`src/rtl/sha256_msg_schedule.sv`:
```
// sha256_msg_schedule: loads a 16-word block into a circular buffer and emits W[0..63], expanding in place.
// Optional SHA256_KROM_EN adds K_OUT, the round constant for I_OUT.
module sha256_msg_schedule #(
  parameter int WORDS_PER_BLOCK = 16,
  parameter int ROUNDS = 64
) (
  input  logic        CLK,
  input  logic        RESET,
  input  logic        LOAD_VALID,
  output logic        LOAD_READY,
  input  logic [31:0] WORD_IN,
  output logic        W_VALID,
  input  logic        W_READY,
  output logic [31:0] W_OUT,
  output logic [5:0]  I_OUT,
  output logic        DONE
`ifdef SHA256_KROM_EN
  ,
  output logic [31:0] K_OUT
`endif
);
  localparam int CW = $clog2(WORDS_PER_BLOCK);
  localparam int IW = $clog2(ROUNDS);
  typedef enum logic [1:0] {IDLE, LOAD, RUN, FIN} state_t;
  state_t state_q, state_d;
  logic [CW-1:0] cnt_q, cnt_d;
  logic [IW-1:0] t_q, t_d;
  logic [31:0] buf_q [WORDS_PER_BLOCK];
  logic [31:0] buf_d [WORDS_PER_BLOCK];
  logic [31:0] w_exp;
  logic [CW-1:0] ti;
  function automatic logic [31:0] s0(input logic [31:0] x);
    return {x[6:0], x[31:7]} ^ {x[17:0], x[31:18]} ^ (x >> 3);
  endfunction
  function automatic logic [31:0] s1(input logic [31:0] x);
    return {x[16:0], x[31:17]} ^ {x[18:0], x[31:19]} ^ (x >> 10);
  endfunction
  assign ti = t_q[CW-1:0];
  assign w_exp = s1(buf_q[ti - CW'(2)]) + buf_q[ti - CW'(7)] + s0(buf_q[ti - CW'(15)]) + buf_q[ti];
  assign LOAD_READY = state_q == LOAD;
  assign W_VALID = state_q == RUN;
  assign DONE = state_q == FIN;
  assign I_OUT = t_q;
  assign W_OUT = !W_VALID ? '0 : t_q < IW'(WORDS_PER_BLOCK) ? buf_q[ti] : w_exp;
  always_comb begin
    state_d = state_q;
    cnt_d = cnt_q;
    t_d = t_q;
    buf_d = buf_q;
    if (state_q == IDLE || state_q == FIN) state_d = LOAD;
    if (LOAD_READY && LOAD_VALID) begin
      buf_d[cnt_q] = WORD_IN;
      cnt_d = cnt_q + CW'(1);
      if (cnt_q == CW'(WORDS_PER_BLOCK - 1)) state_d = RUN;
    end
    if (W_VALID && W_READY) begin
      if (t_q >= IW'(WORDS_PER_BLOCK)) buf_d[ti] = w_exp;
      t_d = t_q + IW'(1);
      if (t_q == IW'(ROUNDS - 1)) state_d = FIN;
    end
  end
  always_ff @(posedge CLK or negedge RESET) begin
    if (!RESET) begin
      state_q <= IDLE;
      cnt_q <= '0;
      t_q <= '0;
    end else begin
      state_q <= state_d;
      cnt_q <= cnt_d;
      t_q <= t_d;
    end
  end
  // Buffer contents are don't-care after reset, so it carries no reset.
  always_ff @(posedge CLK) buf_q <= buf_d;
`ifdef SHA256_KROM_EN
  localparam logic [31:0] K [64] = '{
    32'h428a2f98, 32'h71374491, 32'hb5c0fbcf, 32'he9b5dba5, 32'h3956c25b, 32'h59f111f1, 32'h923f82a4, 32'hab1c5ed5,
    32'hd807aa98, 32'h12835b01, 32'h243185be, 32'h550c7dc3, 32'h72be5d74, 32'h80deb1fe, 32'h9bdc06a7, 32'hc19bf174,
    32'he49b69c1, 32'hefbe4786, 32'h0fc19dc6, 32'h240ca1cc, 32'h2de92c6f, 32'h4a7484aa, 32'h5cb0a9dc, 32'h76f988da,
    32'h983e5152, 32'ha831c66d, 32'hb00327c8, 32'hbf597fc7, 32'hc6e00bf3, 32'hd5a79147, 32'h06ca6351, 32'h14292967,
    32'h27b70a85, 32'h2e1b2138, 32'h4d2c6dfc, 32'h53380d13, 32'h650a7354, 32'h766a0abb, 32'h81c2c92e, 32'h92722c85,
    32'ha2bfe8a1, 32'ha81a664b, 32'hc24b8b70, 32'hc76c51a3, 32'hd192e819, 32'hd6990624, 32'hf40e3585, 32'h106aa070,
    32'h19a4c116, 32'h1e376c08, 32'h2748774c, 32'h34b0bcb5, 32'h391c0cb3, 32'h4ed8aa4a, 32'h5b9cca4f, 32'h682e6ff3,
    32'h748f82ee, 32'h78a5636f, 32'h84c87814, 32'h8cc70208, 32'h90befffa, 32'ha4506ceb, 32'hbef9a3f7, 32'hc67178f2
  };
  assign K_OUT = W_VALID ? K[I_OUT] : '0;
`endif
endmodule
```
`config.mk`:
```
export PLATFORM = sky130hd
export DESIGN_NAME = sha256_msg_schedule
export DESIGN_NICKNAME = d
export VERILOG_FILES = /design/src/rtl/sha256_msg_schedule.sv
export SDC_FILE = /design/constraint.sdc
export NUM_CORES = 2
export LEC_CHECK = 0
export BUFFER_PORTS_ARGS = -buffer_cell sky130_fd_sc_hd__buf_2
export CAP_MARGIN = 10
export CORE_MARGIN = 4
export CORE_UTILIZATION = 55
export CTS_CLUSTER_SIZE = 8
export DETAILED_ROUTE_END_ITERATION = 8
export PLACE_DENSITY_LB_ADDON = 0.2
export SLEW_MARGIN = 5
export SYNTH_ARGS = -nofsm -noshare
export SYNTH_HDL_FRONTEND = slang
export SYNTH_SLANG_ARGS = --single-unit
```
`constraint.sdc`:
```
create_clock -name CLK -period 9.87 [get_ports CLK]
set_input_delay 0.987 -clock CLK [delete_from_list [all_inputs] [get_ports CLK]]
set_output_delay 0.987 -clock CLK [all_outputs]
set_load 0.01 [all_outputs]
```
==> metrics.md <==
| Metric | Value |
|---|---|
| Starting DRT DRC Count | 4666 |
| Critical Path Sink Type | output pin |
| Pin count of the biggest net entering global routing | 128 |
| Final-report hold violation count | 0 |
| Layout cells sized above 1 | 24.9% |
| Core ar. | 0.0705 mm2 |
| First-pass detailed-route iteration total | 8 |
| CP Data Arrival Time | 8.46 ns |
| Routed Wire Length | 145000 um |
| Crit-path max FO | 24 |
| Die width | 276 um |
| Vias | 32885 |
| CTS Buffer Depth | 3 |
| Area delta synth->final | 7.30% |
| Num rows | 97 |
| CP Launch Type | flip-flop |
| Fin Hold WS | 0.236 ns |
| Unrepaired setup endpoints after global routing | no |
| Die area | 0.0761 mm2 |
| I/O pin cnt | 77 |
| Gr usage total | 37.8% |
| Outcome | finished clean |
| Worst-skew pair later-pin latency | 0.63 ns |
| CTS Hold Bufs | 0 |
| Slew HR | 17.4% |
| # setup viols final | 0 |
| Max cap viols | 0 |
| Clock transition at the registers of the reported paths | 0.05 ns |
| Fin. max-slew vios | 0 |
| FMAX | 0.106 GHz |
| Port buffer count | 76 |
| Fin crit period | 9.45 ns |
| Placement Setup Slack | 1.37 ns |
| Dpl hpwl | 92200 um |
| Via-to-Cell Ratio | 7.27 |
| Metal-1 WL | 52400 um |
| CP Class | flip-flop to output pin |
| Placer congestion estimate | 1.05 |
| # DRC | 0 |
| Antenna violations before repair | 7 |
| CP Data Required Time | 8.88 ns |
| Initial core utilization | 56.0% |
| TritonCTS Buffers | 75 |
| Mapped Nets | 3847 |
| Hold Path Class | input pin to async pin |
| Post-synth EDFFs | 0 |
| Library cells used by synthesis | 64 |
| R2r endpoint | buf_q[511] |
| Wire length on met3 | 20300 um |
| First-pass GRT wire length | 212000 um |
| Setup Fix Bufs, Post-CTS | 0 |
| Max H-tree Level | 3 |
| Routed wire per std cell | 32.1 um |
| FF+latch count, synth | 524 |
| Vias in the first global route | 31847 |
| Mapped Cells | 3708 |
| Clock sinks | 524 |
| Nets | 3708 |
| Final ANT Viol Nets | 0 |
| Setup ws final | 0.422 ns |
| Die height | 276 um |
| Syn Area/Cell | 10.6 um2 |
| Top Metal Used | met5 |
| Fin crit share | 95.7% |
| FF-to-FF setup slack | 1.68 ns |
| CTS tree | built |
| Synthesis Warnings | 0 |
| Clk_skew | 0.0249 ns |
| Sequential-to-total area share from yosys stat | 26.7% |
| Grt total ovfl | 0 |
| Wire length on met2 | 62900 um |
| Synth Cell Area | 0.0395 mm2 |
| Worst r2r src | I_OUT[0] |
| Clock root cell | clkbuf_16 |
| Setup TNS | 0 ns |
| Core Util, Final | 60.0% |
| Top FF cell, synth | dfxtp_1 |
| Fraction of registers with async set/reset | 2.29% |
| PostCTS Resize Cnt | 0 |
| Reg2reg path depth | 19 |
| Actual slew at the worst max-slew pin | 1.21 ns |
-- worst max-delay path, cell delays in order, from the launching register on --
cell	delay [ns]
dfrtp_4	0.67
ha_1	0.52
xnor2_4	0.91
buf_12	0.34
mux4_2	0.61
xnor2_1	0.17
xnor2_1	0.16
fa_1	0.55
fa_1	0.51
ha_1	0.18
inv_1	0.07
fa_1	0.46
nor2b_1	0.17
o2111ai_1	0.18
a41o_1	0.32
a21oi_1	0.26
a21o_1	0.17
a21o_1	0.19
nor3_1	0.06
a2111oi_0	1.02
buf_2	0.29
-- how the worst max path moves through the flow --
stage	slack (ns)	from	cells after the start	endpoint
CTS	0.67	I_OUT[0]	21	W_OUT[19]
floorplan	0.79	I_OUT[0]	32	W_OUT[29]
finish	0.42	I_OUT[0]	20	W_OUT[17]
global route	0.27	I_OUT[0]	20	W_OUT[17]
global placement	1.44	I_OUT[0]	21	W_OUT[19]
detailed placement	1.37	I_OUT[0]	21	W_OUT[19]
-- cell usage in the layout, fill, tap and decap left out, types with 7 or more instances in the layout --
master     count
dfxtp_1      512
mux4_2       491
mux2i_1      352
a21oi_1      319
nand2_1      306
o21ai_0      250
nor2_1       173
inv_1        127
xnor2_1      123
mux2_2        92
a211oi_1      89
nor2b_1       82
clkbuf_16     79
buf_2         76
buf_4         72
fa_1          62
nand3_1       40
ha_1          39
nor3_1        21
xor2_1        20
o31ai_1       18
mux4_1        16
and3_1        16
a21o_1        14
nor2_4        12
buf_12        11
nor4_1        10
dfrtp_1        9
a21oi_2        9
o2111ai_1      9
nand2_2        8
or4_1          8
o21ai_1        8
and2_2         8
o21a_1         7
clkbuf_1       7
-- routing by layer --
| metal | GRT usage, % | up-vias |
|---|---|---|
| met1 | 49.5 | 16176 |
| li1 | - | 13566 |
| met2 | 56.8 | 2536 |
| met5 | 0 | - |
| met4 | 20.0 | 8 |
| met3 | 11.9 | 599 |
-- cells by family after synthesis --
family	after synthesis	synth area share, %
flip-flops	524	26.7
buffers and inverters	503	5.68
AO/OA/AOI/OAI	759	10.9
AND/OR/NAND/NOR	715	8.02
XOR/XNOR	153	3.56
multiplexers	951	40.6
adder cells (fa/ha/maj)	103	4.45
-- Yosys cell counts (all sizes together) (92+ instances only) --
| cell | n | share of area [%] |
|---|---|---|
| o21ai | 260 | 3.3 |
| mux2i | 352 | 8.9 |
| mux4 | 507 | 29 |
| nand2 | 315 | 3.0 |
| buf | 165 | 2.4 |
| clkbuf | 209 | 2.0 |
| inv | 128 | 1.2 |
| dfxtp | 512 | 26 |
| xnor2 | 128 | 2.9 |
| mux2 | 92 | 2.6 |
| a21oi | 329 | 4.3 |
| nor2 | 186 | 1.8 |
-- metrics by stage --
| step | cells | area [um2] |
|---|---|---|
| floorplan | 3708 | 39500 |
| global placement | 4430 | 40300 |
| detailed placement | 4430 | 40300 |
| CTS | 4519 | 42300 |
| global route | 4522 | 42300 |
| finish | 4523 | 42300 |
-- cell type report --
class                      count  area (um2)
multi-input combinational   2681       26900
clock buffer                  86        2000
sequential                   524       10600
antenna                        2        5.00
tap                          940        1180
fill                        5631       28200
timing repair buffer         159        1140
clock inverter                 3        48.8
inverter                     128         480
-- registers in the layout, indices dropped and copies added, names as in the netlist --
name / cells
state_q: 2
cnt_q: 4
I_OUT: 6
buf_q: 512
Power is left out: the tool's default activity adds up to more than one toggle a clock period on the data nets, which glitch-free logic cannot reach.
